## src/rtl/prog_counter_pkg.sv

```systemverilog
// ============================================================================
// Module      : prog_counter_pkg
// Description : Count-mode encoding and terminal-value helper for prog_counter.
// Revision    : 1.0 - initial release
// ============================================================================
`default_nettype none

package prog_counter_pkg;

    typedef enum logic [1:0] {
        UP_WRAP    = 2'b00,
        DN_WRAP    = 2'b01,
        UP_SAT     = 2'b10,
        DN_ONESHOT = 2'b11
    } cnt_mode_e;

    localparam int unsigned TERM_W = 32;

    // Terminal value for a counter of the given width (up modes: all ones, down modes: zero).
    function automatic logic [TERM_W-1:0] terminal_of(input cnt_mode_e mode, input int unsigned width);
        logic [TERM_W-1:0] ones;
        ones = '1;
        if ((mode == UP_WRAP) || (mode == UP_SAT)) begin
            return ones >> (TERM_W - width);
        end
        return '0;
    endfunction

endpackage

`default_nettype wire

```

## src/rtl/tick_prescaler.sv

```systemverilog
// ============================================================================
// Module      : tick_prescaler
// Description : Enable-gated divider; step fires once every presc+1 enabled cycles.
// Revision    : 1.0 - initial release
// ============================================================================
`default_nettype none

module tick_prescaler #(
    parameter int PRESC_W = 16
) (
    input  logic               clk,
    input  logic               rst,
    input  logic               en,
    input  logic [PRESC_W-1:0] presc,
    output logic               step
);

    logic [PRESC_W-1:0] r_pc;

    // >= compare so a divisor lowered below the running count fires immediately.
    assign step = en && (r_pc >= presc);

    always_ff @(posedge clk) begin
        if (rst) begin
            r_pc <= '0;
        end else if (step) begin
            r_pc <= '0;
        end else if (en) begin
            r_pc <= r_pc + 1'b1;
        end
    end

endmodule

`default_nettype wire

```

## src/rtl/prog_counter.sv

```systemverilog
// ============================================================================
// Module      : prog_counter
// Description : Prescaled up/down counter with four modes and tick/wrap pulses.
//               Optional compare output enabled by PROG_COUNTER_MATCH_EN.
// Revision    : 1.0 - initial release
// ============================================================================
`default_nettype none

module prog_counter
    import prog_counter_pkg::*;
#(
    parameter int WIDTH   = 8,
    parameter int PRESC_W = 16
) (
    input  logic               clk,
    input  logic               rst,
    input  logic               en,
    input  logic [1:0]         mode,
    input  logic               load,
    input  logic [WIDTH-1:0]   load_val,
    input  logic [PRESC_W-1:0] presc,
    output logic [WIDTH-1:0]   cnt,
    output logic               tick,
    output logic               wrap,
    output logic               active
`ifdef PROG_COUNTER_MATCH_EN
    ,
    input  logic [WIDTH-1:0]   cmp_val,
    output logic               match
`endif
);

    localparam logic [WIDTH-1:0] C_MAX = {WIDTH{1'b1}};

    logic [WIDTH-1:0] r_cnt;
    logic             r_tick;
    logic             r_wrap;
    logic             w_step;
    logic             w_presc_rst;
    logic             w_adv;
    logic             w_wrap;
    logic [WIDTH-1:0] w_nxt;
    logic [WIDTH-1:0] w_term;
    cnt_mode_e        w_mode;

    assign w_mode      = cnt_mode_e'(mode);
    assign w_term      = WIDTH'(terminal_of(w_mode, WIDTH));
    // A load restarts the prescale period as well as the count.
    assign w_presc_rst = rst | load;

    tick_prescaler #(
        .PRESC_W (PRESC_W)
    ) u_presc (
        .clk   (clk),
        .rst   (w_presc_rst),
        .en    (en),
        .presc (presc),
        .step  (w_step)
    );

    always_comb begin
        w_adv  = 1'b0;
        w_wrap = 1'b0;
        w_nxt  = r_cnt;
        case (w_mode)
            UP_WRAP: begin
                w_adv  = 1'b1;
                w_nxt  = r_cnt + 1'b1;
                w_wrap = (r_cnt == C_MAX);
            end
            DN_WRAP: begin
                w_adv  = 1'b1;
                w_nxt  = r_cnt - 1'b1;
                w_wrap = (r_cnt == '0);
            end
            UP_SAT: begin
                if (r_cnt != C_MAX) begin
                    w_adv  = 1'b1;
                    w_nxt  = r_cnt + 1'b1;
                    w_wrap = (r_cnt == (C_MAX - 1'b1));
                end
            end
            DN_ONESHOT: begin
                if (r_cnt != '0) begin
                    w_adv  = 1'b1;
                    w_nxt  = r_cnt - 1'b1;
                    w_wrap = (r_cnt == WIDTH'(1));
                end
            end
            default: ;
        endcase
    end

    always_ff @(posedge clk) begin
        if (rst) begin
            r_cnt  <= '0;
            r_tick <= 1'b0;
            r_wrap <= 1'b0;
        end else if (load) begin
            r_cnt  <= load_val;
            r_tick <= 1'b0;
            r_wrap <= 1'b0;
        end else if (w_step && w_adv) begin
            r_cnt  <= w_nxt;
            r_tick <= 1'b1;
            r_wrap <= w_wrap;
        end else begin
            r_tick <= 1'b0;
            r_wrap <= 1'b0;
        end
    end

`ifdef PROG_COUNTER_MATCH_EN
    logic r_match;

    always_ff @(posedge clk) begin
        if (rst || load) begin
            r_match <= 1'b0;
        end else begin
            r_match <= w_step && w_adv && (w_nxt == cmp_val);
        end
    end

    assign match = r_match;
`endif

    assign cnt    = r_cnt;
    assign tick   = r_tick;
    assign wrap   = r_wrap;
    assign active = (r_cnt != w_term);

endmodule

`default_nettype wire
```

## config.mk

```make
export PLATFORM = sky130hd
export DESIGN_NAME = prog_counter
export DESIGN_NICKNAME = d
export VERILOG_FILES = /design/src/rtl/prog_counter_pkg.sv /design/src/rtl/tick_prescaler.sv /design/src/rtl/prog_counter.sv
export SDC_FILE = /design/constraint.sdc
export NUM_CORES = 1
export LEC_CHECK = 0
export CORE_ASPECT_RATIO = 1.25
export CORE_MARGIN = 2
export CORE_UTILIZATION = 37
export CTS_BUF_LIST = sky130_fd_sc_hd__clkbuf_8
export DETAILED_ROUTE_END_ITERATION = 16
export PLACE_DENSITY = 0.66
export SYNTH_ARGS = -nofsm -noshare
export SYNTH_HDL_FRONTEND = slang
export SYNTH_SLANG_ARGS = --single-unit
```

## constraint.sdc

```tcl
create_clock -name clk -period 3.1 [get_ports clk]
set_input_delay 0.31 -clock clk [delete_from_list [all_inputs] [get_ports clk]]
set_output_delay 0.31 -clock clk [all_outputs]
set_load 0.005 [all_outputs]
```

==> flow_summary.yaml <==
grt:
  first_global_vias: 1695
  gr-total-overflow: 0
  grt_max_degree: 19
  grt_antenna_before_repair: 0
  grt_pass1_wl_um: 7130
  grt_util_all_layers_pct: 15.3
pwr:
  p_leak_nw: 0.976
  power.total_mw: 0.791
  p_per_area_nw_per_um2: 322
  ir_drop_mv: 0.194
drt:
  drtIter0Drc: 64
  drc: 0
  postRouteAntennaNets: 0
  wl_per_cell_um: 11.8
  drt-pass1-iter-count: 4
  routed_via_density: 5.13
  drt_wl_total_um: 4040
  vias: 1759
synth:
  synth_nets: 294
  syn_area_per_cell_um2: 7.86
  yosys_warnings: 0
  synthTopCellsByCount: "26 x dfxtp_1, 26 x nor2_1, 24 x inv_1"
  syn-cell-area_um2: 1910
  synthFlopType: "dfxtp_1"
  ys_types: 43
  synth_xor_area_share_pct: 7.80
  yosys.area_share.simple_pct: 28.6
  synth_top_family_by_area: "simple AND/OR/NAND/NOR gates"
  synthAdderAreaFrac_pct: 13.8
  syn_inst: 243
  ys_ff_latch: 26
  yosysSeqAreaShare_pct: 27.3
  muxShareOfSynthArea_pct: 3.15
  yosys.area.top_type: "dfxtp_1"
  synth_compound_area_share_pct: 12.1
  synth-edff-count: 0
  synthTopCellsByArea: "dfxtp_1 27%, ha_1 14%, nor2_1 5.1%"
  async_flop_share_pct: 0
  synth_top_area_share_pct: 27.3
floorplanning:
  die_area_um2: 5750
  start_util_pct: 37.9
  die_h_um: 84.3
  core_um2: 5040
  rows: 29
  io_pins: 41
  die_x_um: 68.3
worst_setup_path:
  r2r_slack_ns: 0.52
  cp_cell_sequence: "clkdlybuf4s50_1 -> inv_1 -> ha_1 -> nand4_2 -> nor3_2 -> or4b_4 -> a311oi_2 -> buf_12 -> a21boi_1 -> o311a_1"
  crit_family: "simple AND/OR/NAND/NOR gates"
  startpoint_type: "input pin"
  slowest_stage: "or4b_4"
  critPathArrivalTime_ns: 2.81
  ff2ff_path_depth: 10
  slowest_delay_ns: 0.49
  required_ns: 3.27
  r2r_start: "u_presc.r_pc[0]$_SDFFE_PP0P_"
  cp_num_cells: 10
  critPathMaxFanout: 11
  worstSetupPathType: "input pin to flip-flop"
  r2r-end: "cnt[4]$_SDFFE_PP0P_"
  cp_num_buf_inv: 3
  cp-end-kind: "flip-flop"
final_layout:
  num-nets-final: 333
  num_antenna_cells: 0
  drive_gt1_share_pct: 5.34
  nFillCells: 498
  syn_to_final_growth_pct: 28.7
clocking:
  cts_made_buffers: 3
  cts-resized-gates: 0
  cts.path.max_buffers: 2
  ctsHoldBuffers: 0
  path_clk_slew_ns: 0.10
  clkLatencyLatePin_ns: 0.27
  clock-root-buffer: "clkbuf_8"
  cts_tree: "built"
  clkSinkCount: 26
  postCtsSetupRepairBufs: 0
  cts-htree-levels: 1
hold_path:
  whs_path_depth: 2
  hp-start: "u_presc.r_pc[15]$_SDFFE_PP0P_"
  hp-class: "flip-flop to flip-flop"
  min_to: "u_presc.r_pc[15]$_SDFFE_PP0P_"
run_status:
  outcome: "complete, no violations"
place:
  gp_congestion: 0.746
  place_ws_ns: 0.166
  dp_hpwl_um: 3260
  io_buffers: 40
sta:
  setup_viol: 0
  max_freq_mhz: 378
  rsz0062_at_grt: "no"
  slew_violations: 0
  timing.final.ws_setup_ns: 0.452
  relSlewSlack_pct: 56.9
  hold_viol: 0
  tightest_slew_ns: 0.645
  tns_ns: 0
  period_needed_ns: 2.65
  fin_skew_ns: 0.00642
  finalCritPeriodShare_pct: 85.4
run:
  timing.max_cap.violations: 0
## power by group
group	internal, mW	switching (mW)	leakage, nW
clock network	0.173	0.109	0.0357
logic	0.0849	0.0643	0.729
registers	0.343	0.0168	0.211
## per-layer routing
layer | global-route usage (%) | share of wire [%]
met1 | 18.2 | 45
met2 | 28.4 | 51
met3 | 2.01 | 4.2
met4 | 2.73 | 0.47
met5 | 0 | 0
## metrics by stage
stage	util, %	hold WS, ns	instance area, um^2	instances
after global placement	47.3	0.521	2390	339
after global routing	48.7	0.575	2460	343
after floorplan	-	0.470	1910	243
final	48.7	0.534	2460	343
after CTS	48.7	0.542	2460	343
after detailed placement	47.3	0.519	2390	339
## sequential cells by signal, indices dropped and copies added, names as in the netlist
name and cells:
u_presc.r_pc 16, wrap 1, tick 1, cnt 8
## cells by family (layout without fill, tap and decap cells)
| kind of cell | after synthesis | in the layout |
|---|---|---|
| fa+ha+maj | 21 | 21 |
| buf+inv | 35 | 73 |
| xor+xnor | 17 | 17 |
| compound gates | 34 | 34 |
| mux | 6 | 6 |
| flops | 26 | 26 |
| simple gates | 104 | 104 |
## how the worst max path moves through the flow
| stage | startpoint | end | slack (ns) |
|---|---|---|---|
| detailed placement | presc[13] | cnt[4]$_SDFFE_PP0P_ | 0.17 |
| floorplan | presc[13] | cnt[4]$_SDFFE_PP0P_ | 0.77 |
| finish | presc[13] | cnt[4]$_SDFFE_PP0P_ | 0.45 |
| CTS | presc[13] | cnt[4]$_SDFFE_PP0P_ | 0.46 |
| global route | presc[15] | cnt[4]$_SDFFE_PP0P_ | 0.29 |
| global placement | presc[13] | cnt[4]$_SDFFE_PP0P_ | 0.23 |
## final cells by class
| cell class | instances | area (um^2) | share of cell area (%) |
|---|---|---|---|
| clock buffer | 3 | 41.3 | 1.68 |
| inverter | 24 | 90.1 | 3.67 |
| timing repair buffer | 45 | 450 | 18.3 |
| clock inverter | 1 | 30.0 | 1.22 |
| tap | 62 | 77.6 | 3.16 |
| sequential | 26 | 520 | 21.2 |
| multi-input combinational | 182 | 1250 | 50.8 |
## layout by cell type, fill, tap and decap left out, types with 2 or more instances in the layout
master / count
clkdlybuf4s50_1: 40
nor2_1: 26
dfxtp_1: 26
inv_1: 24
ha_1: 21
nand2_1: 20
nand3_1: 13
a21oi_1: 11
nor4_1: 9
xnor2_1: 9
nor3_1: 8
xor2_1: 8
mux2i_1: 6
nor3b_1: 5
nand2b_1: 4
a31oi_1: 4
and3_1: 4
buf_4: 4
or3_1: 3
o21ai_0: 3
o21a_1: 3
clkbuf_8: 3
nor2b_1: 2
nand4_1: 2
o211ai_1: 2
a32oi_1: 2
## tightest hold or removal path, delay by kind of cell (launching register included)
| kind | cells | cell delay, ns |
|---|---|---|
| and+or+nand+nor | 1 | 0.07 |
| xor gates and xnor gates | 1 | 0.08 |
| DFF | 1 | 0.36 |
(Power assumes the default switching activity.)
